## src/rtl/cc_threshold_cmp_pkg.sv

```systemverilog
// Shared encodings for the debounced threshold comparator.
package cc_threshold_cmp_pkg;

  typedef enum logic [2:0] {
    MODE_LT = 3'd0,
    MODE_LE = 3'd1,
    MODE_EQ = 3'd2,
    MODE_GE = 3'd3,
    MODE_GT = 3'd4,
    MODE_NE = 3'd5
  } mode_e;

  typedef enum logic [1:0] {
    S_CLEAR  = 2'd0,
    S_ARM    = 2'd1,
    S_SET    = 2'd2,
    S_DISARM = 2'd3
  } state_e;

  // Threshold value after reset; truncated to the data width at use.
  localparam logic [31:0] RST_THRESHOLD = 32'd0;

endpackage

```

## src/rtl/cc_threshold_cmp_if.sv

```systemverilog
// Compare bus: operands and mode in, match condition out.
interface cc_threshold_cmp_if #(
  parameter int DW = 8
);
  logic [DW-1:0] data;
  logic [DW-1:0] threshold;
  logic [2:0]    mode;
  logic          cond;

  modport master (output data, output threshold, output mode, input cond);
  modport slave  (input data, input threshold, input mode, output cond);
endinterface

```

## src/rtl/cc_compare_core.sv

```systemverilog
// Combinational compare of data against threshold under the selected mode.
// Define CC_THRESHOLD_CMP_SIGNED_EN for two's-complement operands; default
// build compares unsigned.
module cc_compare_core
  import cc_threshold_cmp_pkg::*;
(
  cc_threshold_cmp_if.slave cmp
);

  logic lt;
  logic eq;

`ifdef CC_THRESHOLD_CMP_SIGNED_EN
  assign lt = $signed(cmp.data) < $signed(cmp.threshold);
`else
  assign lt = cmp.data < cmp.threshold;
`endif
  assign eq = (cmp.data == cmp.threshold);

  // Select the relation; reserved modes never match.
  always_comb begin
    cmp.cond = 1'b0;
    case (cmp.mode)
      MODE_LT: cmp.cond = lt;
      MODE_LE: cmp.cond = lt | eq;
      MODE_EQ: cmp.cond = eq;
      MODE_GE: cmp.cond = ~lt;
      MODE_GT: cmp.cond = ~lt & ~eq;
      MODE_NE: cmp.cond = ~eq;
      default: cmp.cond = 1'b0;
    endcase
  end

endmodule

```

## src/rtl/cc_threshold_cmp.sv

```systemverilog
// Debounced threshold comparator: match asserts (low) after PERSIST_CYCLES
// consecutive valid samples meeting the condition and releases after the same
// number failing it. Signed compare selected by CC_THRESHOLD_CMP_SIGNED_EN.
module cc_threshold_cmp
  import cc_threshold_cmp_pkg::*;
#(
  parameter int NUMBER_DATAWIDTH = 8,
  parameter int PERSIST_CYCLES   = 4
) (
  input  logic                        CC_THRESHOLD_CMP_CLOCK_50,
  input  logic                        CC_THRESHOLD_CMP_RESET_InLow,
  input  logic [NUMBER_DATAWIDTH-1:0] CC_THRESHOLD_CMP_data_InBUS,
  input  logic                        CC_THRESHOLD_CMP_dataValid_InHigh,
  input  logic [NUMBER_DATAWIDTH-1:0] CC_THRESHOLD_CMP_threshold_InBUS,
  input  logic [2:0]                  CC_THRESHOLD_CMP_mode_InBUS,
  input  logic                        CC_THRESHOLD_CMP_load_InHigh,
  output logic                        CC_THRESHOLD_CMP_match_OutLow,
  output logic                        CC_THRESHOLD_CMP_edge_OutHigh
);

  localparam int CW = $clog2(PERSIST_CYCLES + 1);
  localparam logic [CW-1:0] CNT_LAST = CW'(PERSIST_CYCLES - 1);

  wire clk   = CC_THRESHOLD_CMP_CLOCK_50;
  wire rst_n = CC_THRESHOLD_CMP_RESET_InLow;
  wire valid = CC_THRESHOLD_CMP_dataValid_InHigh;
  wire load  = CC_THRESHOLD_CMP_load_InHigh;

  state_e                state, state_nxt;
  logic [CW-1:0]         cnt, cnt_nxt;
  logic [NUMBER_DATAWIDTH-1:0] thr_q;
  logic [2:0]            mode_q;
  logic                  match_q, match_nxt;
  logic                  edge_q;
  logic                  cond;

  cc_threshold_cmp_if #(.DW(NUMBER_DATAWIDTH)) cmp_bus ();

  assign cmp_bus.data      = CC_THRESHOLD_CMP_data_InBUS;
  assign cmp_bus.threshold = thr_q;
  assign cmp_bus.mode      = mode_q;
  assign cond              = cmp_bus.cond;

  cc_compare_core u_core (.cmp(cmp_bus.slave));

  // State and persistence counter.
  always_ff @(posedge clk or negedge rst_n) begin
    if (!rst_n) begin
      state <= S_CLEAR;
      cnt   <= '0;
    end else begin
      state <= state_nxt;
      cnt   <= cnt_nxt;
    end
  end

  // Next state: load aborts any partial run; otherwise only valid samples
  // advance the debounce. The counter is zeroed whenever a run completes or
  // breaks, so it never passes PERSIST_CYCLES.
  always_comb begin
    state_nxt = state;
    cnt_nxt   = cnt;
    if (load) begin
      cnt_nxt = '0;
      if (state == S_ARM)    state_nxt = S_CLEAR;
      if (state == S_DISARM) state_nxt = S_SET;
    end else if (valid) begin
      case (state)
        S_CLEAR: if (cond) begin
          if (PERSIST_CYCLES == 1) begin
            state_nxt = S_SET;
            cnt_nxt   = '0;
          end else begin
            state_nxt = S_ARM;
            cnt_nxt   = CW'(1);
          end
        end
        S_ARM: if (cond) begin
          if (cnt >= CNT_LAST) begin
            state_nxt = S_SET;
            cnt_nxt   = '0;
          end else begin
            cnt_nxt = cnt + CW'(1);
          end
        end else begin
          state_nxt = S_CLEAR;
          cnt_nxt   = '0;
        end
        S_SET: if (!cond) begin
          if (PERSIST_CYCLES == 1) begin
            state_nxt = S_CLEAR;
            cnt_nxt   = '0;
          end else begin
            state_nxt = S_DISARM;
            cnt_nxt   = CW'(1);
          end
        end
        S_DISARM: if (!cond) begin
          if (cnt >= CNT_LAST) begin
            state_nxt = S_CLEAR;
            cnt_nxt   = '0;
          end else begin
            cnt_nxt = cnt + CW'(1);
          end
        end else begin
          state_nxt = S_SET;
          cnt_nxt   = '0;
        end
        default: begin
          state_nxt = S_CLEAR;
          cnt_nxt   = '0;
        end
      endcase
    end
  end

  // Match is asserted (low) in the two matched states; computed from the next
  // state so the registered output moves on the qualifying sample's edge.
  always_comb begin
    match_nxt = ~((state_nxt == S_SET) || (state_nxt == S_DISARM));
  end

  // Config registers, registered match and its transition pulse.
  always_ff @(posedge clk or negedge rst_n) begin
    if (!rst_n) begin
      thr_q   <= NUMBER_DATAWIDTH'(RST_THRESHOLD);
      mode_q  <= MODE_LT;
      match_q <= 1'b1;
      edge_q  <= 1'b0;
    end else begin
      if (load) begin
        thr_q  <= CC_THRESHOLD_CMP_threshold_InBUS;
        mode_q <= CC_THRESHOLD_CMP_mode_InBUS;
      end
      match_q <= match_nxt;
      edge_q  <= (match_nxt != match_q);
    end
  end

  assign CC_THRESHOLD_CMP_match_OutLow = match_q;
  assign CC_THRESHOLD_CMP_edge_OutHigh = edge_q;

endmodule

```

## config.mk

```make
export PLATFORM = sky130hd
export DESIGN_NAME = cc_threshold_cmp
export DESIGN_NICKNAME = d
export VERILOG_FILES = /design/src/rtl/cc_threshold_cmp_pkg.sv /design/src/rtl/cc_threshold_cmp_if.sv /design/src/rtl/cc_compare_core.sv /design/src/rtl/cc_threshold_cmp.sv
export SDC_FILE = /design/constraint.sdc
export NUM_CORES = 1
export LEC_CHECK = 0
export ABC_CLOCK_PERIOD_IN_PS = 6100
export CAP_MARGIN = 20
export CORE_ASPECT_RATIO = 0.75
export CORE_UTILIZATION = 52
export CTS_CLUSTER_DIAMETER = 80
export CTS_CLUSTER_SIZE = 8
export DETAILED_ROUTE_END_ITERATION = 10
export GPL_TIMING_DRIVEN = 0
export PLACE_DENSITY = 0.83
export SYNTH_ARGS = -nofsm -noshare
export SYNTH_HDL_FRONTEND = slang
export SYNTH_HIERARCHICAL = 1
export SYNTH_SLANG_ARGS = --single-unit
export TNS_END_PERCENT = 1
```

## constraint.sdc

```tcl
create_clock -name CC_THRESHOLD_CMP_CLOCK_50 -period 6.1 [get_ports CC_THRESHOLD_CMP_CLOCK_50]
set_input_delay 1.22 -clock CC_THRESHOLD_CMP_CLOCK_50 [delete_from_list [all_inputs] [get_ports CC_THRESHOLD_CMP_CLOCK_50]]
set_output_delay 1.22 -clock CC_THRESHOLD_CMP_CLOCK_50 [all_outputs]
set_load 0.02 [all_outputs]
```

==> results of run 1 <==
[where the power goes]
| group | internal, uW | total [uW] | switching [uW] | leakage (uW) |
|---|---|---|---|---|
| clock network | 36.4 | 75.1 | 38.7 | 0.0000210 |
| logic | 34.6 | 61.7 | 27.1 | 0.000349 |
| registers | 128 | 136 | 7.97 | 0.000222 |
[cell type report]
| type | count | area [um^2] |
|---|---|---|
| clock buffer | 4 | 36.3 |
| tap | 22 | 27.5 |
| buffer | 2 | 10.0 |
| multi-input combinational | 65 | 573 |
| timing repair buffer | 23 | 230 |
| sequential | 18 | 452 |
| inverter | 12 | 45.0 |
| fill | 138 | 464 |
[flip-flops by register name, summed over array words and instances (netlist names)]
signal                         flops
cnt                                3
cmp_bus.threshold                  8
CC_THRESHOLD_CMP_match_OutLow      1
state                              2
CC_THRESHOLD_CMP_edge_OutHigh      1
cmp_bus.mode                       3
[critical path, stage by stage]
cell,delay [ps]
clkdlybuf4s50_1,400
ha_1,300
nor2b_1,150
o211ai_2,140
a21oi_1,100
or4_1,470
nand3_1,190
xor2_1,320
nand4_1,180
o32ai_1,160
[kinds of logic (layout without fill, tap and decap cells)]
group                    Yosys count  after routing  share of synthesized area, %
AO/OA/AOI/OAI                     16             16                          11.2
XOR/XNOR                           1              1                         0.811
multiplexers                      14             14                          14.7
buffers and inverters             14             41                          5.10
AND/OR/NAND/NOR                   24             24                          14.7
flip-flops                        18             18                          41.8
adder cells (fa/ha/maj)           10             10                          11.6
[metrics by stage]
stage	hold WS [ps]	std cells	area (um^2)	setup slack, ps
2_1_floorplan	465	97	1080	3030
3_3_place_gp	491	142	1340	2420
3_5_place_dp	497	142	1340	2370
4_1_cts	521	146	1370	2660
5_1_grt	526	146	1370	2480
6_report	514	146	1370	2650
[how the worst max path moves through the flow]
| stage | depth (start not counted) | to | slack (ps) |
|---|---|---|---|
| floorplan | 9 | cnt[1]$_DFFE_PN0P_ | 3030 |
| global placement | 10 | cnt[2]$_DFFE_PN0P_ | 2420 |
| detailed placement | 10 | cnt[2]$_DFFE_PN0P_ | 2370 |
| CTS | 10 | cnt[2]$_DFFE_PN0P_ | 2660 |
| global route | 10 | cnt[2]$_DFFE_PN0P_ | 2480 |
| finish | 10 | cnt[1]$_DFFE_PN0P_ | 2650 |
[routing by layer]
metal | vias up | GRT usage (%) | wire, um
li1 | 410 | - | -
met1 | 395 | 25.7 | 898
met2 | 17 | 38.8 | 1080
met3 | 2 | 6.59 | 87
met4 | 0 | 1.54 | 6
met5 | - | 0 | 0
[placed cells by master (no fill, tap or decap), drive strengths merged, types with 2 or more instances in the layout]
| cell type | n |
|---|---|
| a21oi | 6 |
| buf | 2 |
| clkbuf | 4 |
| clkdlybuf4s50 | 23 |
| dfrtp | 17 |
| ha | 10 |
| inv | 12 |
| mux2 | 12 |
| mux2i | 2 |
| nand4 | 3 |
| nor2 | 4 |
| nor2b | 4 |
| nor3b | 2 |
| nor4b | 2 |
| nor4bb | 2 |
| o211ai | 2 |
| o22ai | 2 |
| o32ai | 2 |
==> impl_metrics.py, run 1 <==
metrics = {
    "sta": {
        "rsz0062_at_grt": "false",
        "max-slew-margin-rel_pct": 47.1,
        "min_period_over_period_pct": 56.5,
        "clock_skew_ps": 11.4,
        "fmax_mhz": 290,
        "setup_viol": 0,
        "hold_viol_final": 0,
        "min_period_ps": 3450,
        "tightest_slew_ps": 791,
        "fin_tns_setup_ps": 0,
        "slew_violations": 0,
    },
    "detailed_routing": {
        "wire_per_inst_um": 14.2,
        "viasPerCell": 5.64,
        "drc": 0,
        "drtIter0Drc": 13,
        "via_count": 824,
        "routed_wirelength_mm": 2.08,
        "drtPass1Iterations": 4,
        "final_antenna_net_count": 0,
    },
    "floorplan": {
        "die_width_um": 54.6,
        "ioPinCount": 25,
        "chipHeight_um": 41.5,
        "rows": 13,
        "die_area_um2": 2260,
        "core-area_um2": 1840,
        "start_util_pct": 58.7,
    },
    "yosys": {
        "syn-cell-area_um2": 1080,
        "ys_warn_count": 6,
        "synthMostInstantiatedCell": "dfrtp_1",
        "syn_nets": 130,
        "synth.distinct_cells": 32,
        "ys_seq_elements": 18,
        "synth_ff_type": "dfrtp_1",
        "ys_async_sr_fraction_pct": 100,
        "netlist_instances": 97,
        "synth_top_cells_by_count": "dfrtp_1, inv_1, mux2_2, ha_1, a21oi_1",
        "synth_enable_flop_cells": 0,
        "yosysSeqAreaShare_pct": 41.8,
        "postSynthAreaPerCell_um2": 11.1,
        "synth_top_area_share_pct": 39.4,
        "synth_area_leader_cell": "dfrtp_1",
        "synth_area_leaders": "dfrtp_1, ha_1, mux2_2",
    },
    "setup_path": {
        "rr_endpoint": "cnt[1]$_DFFE_PN0P_",
        "cp.arrival_ps": 3640,
        "cp_max_fo": 5,
        "cp-start-kind": "input pin",
        "rrSetupSlack_ps": 3610,
        "worstPathRequired_ps": 6290,
        "cp-end-kind": "register",
        "crit_type": "in -> reg",
        "r2r_cells": 10,
        "crit_start": "CC_THRESHOLD_CMP_data_InBUS[1]",
        "timing.rr.start": "cmp_bus.threshold[1]$_DFFE_PN0P_",
    },
    "grt": {
        "antenna_found_initial": 0,
        "grt_max_degree": 19,
        "grt_pass1_vias": 828,
        "grt_pass1_wl_mm": 3.51,
        "grt_use_total_pct": 21.7,
        "grt.overflow.total": 0,
    },
    "clock_network": {
        "cts_buffers": 3,
        "cts_hold_buf": 0,
        "clk_pin_slew_ps": 100,
        "post_cts_buffers": 0,
        "clkLatencyLatePin_ps": 300,
        "clock-root-buffer": "clkbuf_4",
        "clkSinkCount": 18,
        "clockBufferDepth": 2,
        "cts_tree": "done",
        "cts_resized": 0,
        "ctsHtreeMaxLevel": 1,
    },
    "worst_hold_path": {
        "min_path_cells": 1,
        "holdPathEnd": "cmp_bus.threshold[5]$_DFFE_PN0P_",
        "hp-class": "reg -> reg",
        "worstHoldStart": "cmp_bus.threshold[5]$_DFFE_PN0P_",
    },
    "power": {
        "powerDensity_nw_per_um2": 199,
        "power_uw": 273,
        "cellLeakagePower_uw": 0.000591,
        "vdd_drop_max_uv": 182,
    },
    "placement": {
        "port_buffers": 23,
        "gp_congestion": 0.875,
        "hpwlAfterDp_mm": 1.66,
    },
    "layout": {
        "antenna_cells": 0,
        "finish.utilization_pct": 74.7,
        "nets": 158,
        "final_layout_size_suffix_gt1_share_pct": 18.5,
        "area_growth_pct": 27.2,
    },
    "outcome": {
        "status": "complete, no violations",
    },
    "run": {
        "maxCapViolCount": 0,
    },
}
(Power assumes the default switching activity.)
==> run 2: changes to the inputs <==
- ABC_CLOCK_PERIOD_IN_PS: 6100 -> 3100
- CORE_UTILIZATION: 52 -> 44
- PLACE_DENSITY: 0.83 -> 0.74
- clock period: 6.1 -> 3.1 ns (I/O delays scaled with it)
==> run 2 against run 1 <==
Against the previous run:
- non-clock buffer count unchanged
- register-to-register slack worse by 3000 ps
- count of clock-buffer cells in the layout unchanged
- power increased by 97%
- largest power group unchanged
- highest routed layer unchanged
==> impl_metrics.py, run 2 (synthesis gave the netlist of run 1 again) <==
metrics = {
    "clock_network": {
        "cts_buffers": 3,
        "clockBufferDepth": 2,
        "ctsHtreeMaxLevel": 1,
        "cts_resized": 0,
        "clkSinkCount": 18,
        "clock-root-buffer": "clkbuf_4",
        "clkLatencyLatePin_ps": 300,
        "cts_tree": "done",
        "clk_pin_slew_ps": 100,
        "post_cts_buffers": 0,
        "cts_hold_buf": 0,
    },
    "setup_path": {
        "cp.arrival_ps": 3040,
        "rr_endpoint": "cnt[2]$_DFFE_PN0P_",
        "timing.rr.start": "cmp_bus.threshold[6]$_DFFE_PN0P_",
        "cp-end-kind": "register",
        "worstPathRequired_ps": 3300,
        "cp-start-kind": "input pin",
        "crit_type": "in -> reg",
        "rrSetupSlack_ps": 610,
        "cp_max_fo": 5,
        "r2r_cells": 10,
    },
    "sta": {
        "setup_viol": 0,
        "whs_ps": 515,
        "fmax_mhz": 353,
        "slew_violations": 0,
        "max-slew-margin-rel_pct": 45.2,
        "hold_viol_final": 0,
        "fin_ws_ps": 269,
        "clock_skew_ps": 2.05,
        "min_period_ps": 2830,
        "rsz0062_at_grt": "false",
        "tightest_slew_ps": 819,
        "min_period_over_period_pct": 91.3,
    },
    "floorplan": {
        "rows": 15,
        "chipHeight_um": 44.9,
        "ioPinCount": 25,
        "die_width_um": 59.2,
        "start_util_pct": 46.8,
        "die_area_um2": 2660,
        "core-area_um2": 2310,
    },
    "layout": {
        "final_layout_size_suffix_gt1_share_pct": 18.5,
        "final_common_cell": "clkdlybuf4s50_1",
        "nets": 158,
        "ff_latch_area_um2": 452,
        "multi_input_area_um2": 573,
        "final_cell_mix": "clkdlybuf4s50_1, dfrtp_1, inv_1",
        "antenna_cells": 0,
        "stdcell_count": 158,
        "fill_cells": 212,
        "area_growth_pct": 28.6,
        "largest_reg_flops": 8,
    },
    "detailed_routing": {
        "drc": 0,
        "via_count": 840,
        "drtIter0Drc": 14,
        "drtPass1Iterations": 4,
        "wire_per_inst_um": 13.5,
        "final_antenna_net_count": 0,
        "routed_wirelength_mm": 2.14,
        "viasPerCell": 5.32,
    },
    "power": {
        "internal_power_uw": 392,
        "vdd_drop_max_uv": 273,
        "switching_share_pct": 26.9,
        "p_comb_share_pct": 22.6,
        "seq_power_share_pct": 50.1,
        "power_uw": 537,
        "powerDensity_nw_per_um2": 386,
        "switching_power_uw": 145,
        "cellLeakagePower_uw": 0.000591,
        "clockPowerShare_pct": 27.3,
    },
    "worst_hold_path": {
        "min_path_cells": 1,
        "worstHoldStart": "cmp_bus.threshold[1]$_DFFE_PN0P_",
        "holdPathEnd": "cmp_bus.threshold[1]$_DFFE_PN0P_",
        "hp-class": "reg -> reg",
    },
    "run": {
        "maxCapViolCount": 0,
    },
    "placement": {
        "gp_congestion": 0.785,
        "port_buffers": 23,
        "hpwlAfterDp_mm": 1.63,
        "dp_cells": 154,
        "post-place-ws_ps": -36.0,
    },
    "grt": {
        "grt_pass1_wl_mm": 3.53,
        "grt_use_total_pct": 18.6,
        "grt_pass1_vias": 840,
        "grt_max_degree": 19,
        "antenna_found_initial": 0,
        "grt.overflow.total": 0,
    },
    "outcome": {
        "status": "complete, no violations",
    },
}
==> run 2: how the worst max path moves through the flow <==
stage / start / end / slack, ps / depth (start not counted)
floorplan: CC_THRESHOLD_CMP_data_InBUS[1] / cnt[1]$_DFFE_PN0P_ / 630 / 9
global placement: CC_THRESHOLD_CMP_data_InBUS[1] / cnt[1]$_DFFE_PN0P_ / 20 / 10
detailed placement: CC_THRESHOLD_CMP_data_InBUS[1] / cnt[1]$_DFFE_PN0P_ / -40 / 10
CTS: CC_THRESHOLD_CMP_data_InBUS[1] / cnt[1]$_DFFE_PN0P_ / 270 / 10
global route: CC_THRESHOLD_CMP_data_InBUS[5] / cnt[1]$_DFFE_PN0P_ / 20 / 10
finish: CC_THRESHOLD_CMP_data_InBUS[1] / cnt[2]$_DFFE_PN0P_ / 270 / 10
==> run 2: layer usage <==
layer,up-vias,part of all wire (%),track usage [%]
met5,-,0,0
met4,0,1.2,7.14
met3,4,4.4,6.02
met2,20,51,34.8
met1,407,43,19.5
li1,409,-,-
==> run 2: cell type report <==
type	count	share of cell area (%)
flip-flops and latches	18	32.5
plain buffers	2	0.721
multi-input cells	65	41.3
repair buffers	23	16.6
inverters	12	3.24
clock buffers	4	2.61
well taps	34	3.06
==> run 2: critical path: stages <==
cell             delay (ps)
clkdlybuf4s50_1         420
ha_1                    310
nor2b_1                 150
o211ai_2                130
a21oi_1                  90
or4_1                   470
nand3_1                 210
xor2_1                  300
nand4_1                 170
o32ai_1                 150
==> run 2: metrics by stage <==
stage / util (%) / cell area [um^2] / TNS, ps
final: 60.2 / 1390 / 0
after global routing: 60.2 / 1390 / 0
after CTS: 60.2 / 1390 / 0
after detailed placement: 58.6 / 1350 / -58.2
after global placement: 58.6 / 1350 / 0
after floorplan: - / 1080 / 0
==> run 2: power by group through the flow <==
stage          Sequential, uW  Combinational [uW]  Clock, uW
2_1_floorplan             269                73.7          0
3_3_place_gp              271                 116          0
3_5_place_dp              273                 122          0
4_1_cts                   268                 123        153
5_1_grt                   272                 135        164
6_report                  269                 121        147
==> variant 1 (config.mk and constraints of run 2) <==
The 4 states of `state_e` get a one-hot encoding in 4 bits.
--- a/src/rtl/cc_threshold_cmp_pkg.sv
+++ b/src/rtl/cc_threshold_cmp_pkg.sv
@@ -11,9 +11,9 @@
   } mode_e;
 
-  typedef enum logic [1:0] {
-    S_CLEAR  = 2'd0,
-    S_ARM    = 2'd1,
-    S_SET    = 2'd2,
-    S_DISARM = 2'd3
+  typedef enum logic [3:0] {
+    S_CLEAR  = 4'b0001,
+    S_ARM    = 4'b0010,
+    S_SET    = 4'b0100,
+    S_DISARM = 4'b1000
   } state_e;
 
Formal check against the unedited RTL: same outputs for any inputs over 10 cycles, from zero or initial values and one cycle with CC_THRESHOLD_CMP_RESET_InLow low; not proved beyond that.
==> variant 1 against run 2 <==
- register-to-register slack worse by 620 ps
- sequential cell count increased by 2
- sequential power up 35%
- wire length is 61% higher
- power up 100%
- worst setup slack got worse by 300 ps
- critical path type unchanged
- cell area rose by 38%
- critical endpoint is now CC_THRESHOLD_CMP_edge_OutHigh
- largest cell class unchanged
- area after synthesis grew 28%
- synthesized cell count rose by 44%
- the flow now finishes with violations (negative setup slack)
- count of clock-buffer cells in the layout stayed put
- critical path depth grew 3
- combinational power grew to 4.2 times the old value
- clock power is 38% higher
==> variant 1: results (changes against run 2) <==
.. list-table::
   :header-rows: 1

   * - Metric
     - Value
   * - Status
     - finished with violations (was finished, final reports clean)
   * - Violated checks
     - negative setup slack
   * - Most frequent cells after synthesis
     - dfrtp_1, inv_1, mux2_2 (unchanged)
   * - RD Place Congestion
     - 0.794 (was 0.785)
   * - Share of synthesized area occupied by flip-flops and latches
     - 36.3% (was 41.8%)
   * - Number of DRC markers in iteration 0
     - 47 (was 14)
   * - Worst voltage drop across the vdd grid
     - 0.380 mV (was 0.273 mV)
   * - Insertion delay of the later-clocked pin in the worst-skew pair
     - 260 ps (was 300 ps)
   * - Wire length of the first global-routing pass
     - 5470 um (was 3530 um)
   * - Drt via density
     - 5.61 (was 5.32)
   * - Actual slew at the worst max-slew pin
     - 882 ps (was 819 ps)
   * - Hold path endpoint
     - cmp_bus.threshold[5] (was cmp_bus.threshold[1])
   * - Switching power share of the total
     - 38.0% (was 26.9%)
   * - Number of cell instances on the worst register-to-register path
     - 13 (was 10)
   * - Min setup slack post-route
     - -30.8 ps (was 269 ps)
   * - Comb pwr
     - 509 uW (was 121 uW)
   * - Fraction of the mapped netlist area in adder cells
     - 9.03% (was 11.6%)
   * - CTS Root Buffer Type
     - clkbuf_8 (was clkbuf_4)
   * - Multiplexer share of the synthesized area
     - 9.67% (was 14.7%)
   * - Fill count
     - 241 (was 212)
   * - Arrival time reported for the critical path endpoint
     - 3280 ps (was 3040 ps)
   * - Clock transition time at the flip-flop clock pins of the worst setup and hold paths
     - 80 ps (was 100 ps)
   * - Synthesized Nets
     - 173 (was 130)
   * - Final setup vio count
     - 1 (was 0)
   * - Post-Place Setup Slack
     - -887 ps (was -36.0 ps)
   * - Worst hold start
     - cmp_bus.threshold[5] (was cmp_bus.threshold[1])
   * - Largest net degree at the start of global routing
     - 21 (was 19)
   * - Largest cells by area after synthesis
     - dfrtp_1, ha_1, mux2_2 (unchanged)
   * - Slowest cell on crit path
     - or3_4 (was or4_1)
   * - Global-route total usage across every layer
     - 22.3% (was 18.6%)
   * - Setup TNS
     - -30.8 ps (was 0 ps)
   * - Library cells used by synthesis
     - 43 (was 32)
   * - DRT Wirelength
     - 3450 um (was 2140 um)
   * - Power of the sequential group
     - 363 uW (was 269 uW)
   * - Final routed wire length divided by cell count
     - 16.1 um (was 13.5 um)
   * - Critical Path Max Stage Delay
     - 390 ps (was 470 ps)
   * - Placement Cell Area
     - 1680 um^2 (was 1350 um^2)
   * - Clk pwr
     - 203 uW (was 147 uW)
   * - XOR/XNOR share of the synthesized area
     - 2.53% (was 0.811%)
   * - Clock Skews
     - 6.58 ps (was 2.05 ps)
[variant 1: layout make-up]
cell class                      instances  area [um^2]  area share [%]
Multi-Input combinational cell        101          938            49.1
Timing Repair Buffer                   32          294            15.4
Sequential cell                        20          503            26.3
Inverter                               13         48.8            2.55
Tap cell                               38         47.5            2.49
Buffer                                  6         26.3            1.37
Clock buffer                            4         55.1            2.88
[variant 1: worst register-to-register path: cells and delay by family, from the launching register on]
family | cells | cell delay, ps
simple gates | 6 | 1330
compound gates | 3 | 700
fa+ha+maj | 1 | 270
buf+inv | 2 | 200
flops | 1 | 370
xor+xnor | 1 | 150
[variant 1: worst max-delay path by stage]
stage                                        start                            end  slack, ps  cells after the start
floorplan           CC_THRESHOLD_CMP_data_InBUS[3]  CC_THRESHOLD_CMP_edge_OutHigh       -100                     11
global placement    CC_THRESHOLD_CMP_data_InBUS[5]  CC_THRESHOLD_CMP_edge_OutHigh       -760                     12
detailed placement  CC_THRESHOLD_CMP_data_InBUS[7]  CC_THRESHOLD_CMP_edge_OutHigh       -890                     12
CTS                 CC_THRESHOLD_CMP_data_InBUS[7]  CC_THRESHOLD_CMP_edge_OutHigh       -140                     12
global route        CC_THRESHOLD_CMP_data_InBUS[1]  CC_THRESHOLD_CMP_edge_OutHigh       -140                     13
finish              CC_THRESHOLD_CMP_data_InBUS[6]  CC_THRESHOLD_CMP_edge_OutHigh        -30                     13
[variant 1: layer usage]
metal / up-vias / track usage [%] / routed length (um)
li1: 576 / - / -
met1: 583 / 27.8 / 1500
met2: 30 / 37.4 / 1740
met3: 11 / 2.50 / 111
met4: 0 / 12.1 / 92
met5: - / 0 / 0
[variant 1: repair_timing]
item / in CTS / in global routing
hold endpoints to repair: 0 / 0
resized for setup: 39 / 9
setup endpoints to repair: 5 / 5
setup buffers: 7 / 1
pin swaps: 17 / 12
==> variant 2 (config.mk and constraints of run 2) <==
Made on the original files. Change the parameter `NUMBER_DATAWIDTH` from 8 to 6.
--- a/src/rtl/cc_threshold_cmp.sv
+++ b/src/rtl/cc_threshold_cmp.sv
@@ -5,5 +5,5 @@
   import cc_threshold_cmp_pkg::*;
 #(
-  parameter int NUMBER_DATAWIDTH = 8,
+  parameter int NUMBER_DATAWIDTH = 6,
   parameter int PERSIST_CYCLES   = 4
 ) (
Interface: changed (resized CC_THRESHOLD_CMP_data_InBUS and CC_THRESHOLD_CMP_threshold_InBUS); port bits go from 25 to 21. The function was not compared with the original's and may differ.
==> variant 2 against run 2 <==
- wire length shrank 15%
- largest cell class unchanged
- critical endpoint is now cnt[1]
- area after synthesis decreased by 11%
- sequential power is 12% lower
- worst setup slack gained 73 ps
- cell area fell by 12%
- largest power group unchanged
- clock power is 20% lower
- hold slack hardly changed
- sequential cell count is 2 lower
- power fell by 13%
==> variant 2: results (changes against run 2) <==
.. list-table::
   :header-rows: 1

   * - Metric
     - Value
   * - Status
     - finished, final reports clean (unchanged)
   * - Largest net degree at the start of global routing
     - 17 (was 19)
   * - DRT Wirelength
     - 1820 um (was 2140 um)
   * - Leak pwr
     - 0.527 nW (was 0.591 nW)
   * - Critical Path Max Stage Delay
     - 410 ps (was 470 ps)
   * - IO Port Bufs
     - 20 (was 23)
   * - Actual slew at the worst max-slew pin
     - 734 ps (was 819 ps)
   * - Most frequent cells after synthesis
     - dfrtp_1, inv_1, mux2_2 (unchanged)
   * - Num sequential
     - 16 (was 18)
   * - GR Util met2
     - 30.5% (was 34.8%)
   * - Flip-flop count of the largest register after layout
     - 6 (was 8)
   * - Worst voltage drop across the vdd grid
     - 0.246 mV (was 0.273 mV)
   * - Non-clock inverters
     - 10 (was 12)
   * - Share of the synthesized area in the top cell type
     - 39.0% (was 39.4%)
   * - Met2 wire len
     - 840 um (was 1090 um)
   * - Placed cells
     - 131 (was 154)
   * - Vias
     - 747 (was 840)
   * - Post-Place Setup Slack
     - 59.4 ps (was -36.0 ps)
   * - HPWL after DPL
     - 1420 um (was 1630 um)
   * - Share of cells above drive strength 1
     - 16.2% (was 18.5%)
   * - Slowest cell on crit path
     - clkdlybuf4s50_1 (was or4_1)
   * - Number of buffers outside the clock class in the layout
     - 21 (was 25)
   * - Post-Route M1 WL
     - 838 um (was 928 um)
   * - Share of synthesized area occupied by flip-flops and latches
     - 41.7% (was 41.8%)
   * - Seq area share
     - 32.9% (was 32.5%)
   * - Synthesized Nets
     - 114 (was 130)
   * - Net total in the final layout
     - 139 (was 158)
   * - Combined area of the multi-input logic cells
     - 519 um^2 (was 573 um^2)
   * - Largest cells by area after synthesis
     - dfrtp_1, mux2_2, ha_1 (was dfrtp_1, ha_1, mux2_2)
   * - Arrival time reported for the critical path endpoint
     - 2940 ps (was 3040 ps)
   * - Fraction of area in non-clock buffers
     - 16.8% (was 17.3%)
   * - Drt via density
     - 5.53 (was 5.32)
   * - Number of DRC markers in iteration 0
     - 8 (was 14)
   * - Met3 Usage GRT
     - 5.56% (was 6.02%)
   * - RD Place Congestion
     - 0.757 (was 0.785)
   * - Wire length on met3
     - 114 um (was 94 um)
   * - Met1 GRT Util
     - 19.8% (was 19.5%)
   * - Clock distribution area overhead in the final layout
     - 2.15% (was 2.61%)
   * - Count of mapped cells out of synthesis
     - 87 (was 97)
variant 2: changes by cell type after synthesis, sizes merged, moves of 2 or more:
cell	before	now
a21oi	6	3
inv	12	10
nor4bb	2	0
ha	10	8
dfrtp	17	15
mux2	12	10
variant 2: path summary, 6_finish.rpt:
path | depth (start not counted) | slack [ps] | to | from
hold reg to reg | 1 | 520 | cmp_bus.threshold[3] | cmp_bus.threshold[3]
setup / recovery | 9 | 340 | cnt[1] | CC_THRESHOLD_CMP_data_InBUS[5]
max in group asynchronous | 1 | 1870 | state[0] | CC_THRESHOLD_CMP_RESET_InLow
hold / removal | 1 | 520 | cmp_bus.threshold[3] | cmp_bus.threshold[3]
setup reg to reg | 9 | 700 | cnt[1] | cmp_bus.threshold[5]
min in group asynchronous | 1 | 750 | cmp_bus.threshold[0] | CC_THRESHOLD_CMP_RESET_InLow
variant 2: stage by stage:
stage          utilization [%]  hold WS (ps)  cell area (um^2)  power (mW)
2_1_floorplan                -           324               963       0.306
3_3_place_gp              58.7           491              1190       0.346
3_5_place_dp              58.7           502              1190       0.351
4_1_cts                   60.0           524              1220       0.472
5_1_grt                   60.0           545              1220       0.493
6_report                  60.0           516              1220       0.464
variant 2: report_power, final:
group,switching (mW),internal [mW]
Combinational,0.0498,0.0595
Sequential,0.0137,0.224
Clock,0.0673,0.0500
Total,0.131,0.333
variant 2: cells by family after synthesis:
family	after synthesis	share of synthesized area [%]
XOR/XNOR	1	0.909
buffers and inverters	11	4.42
adder cells (fa/ha/maj)	8	10.4
multiplexers	12	14.2
AO/OA/AOI/OAI	15	12.7
flip-flops	16	41.7
AND/OR/NAND/NOR	24	15.7
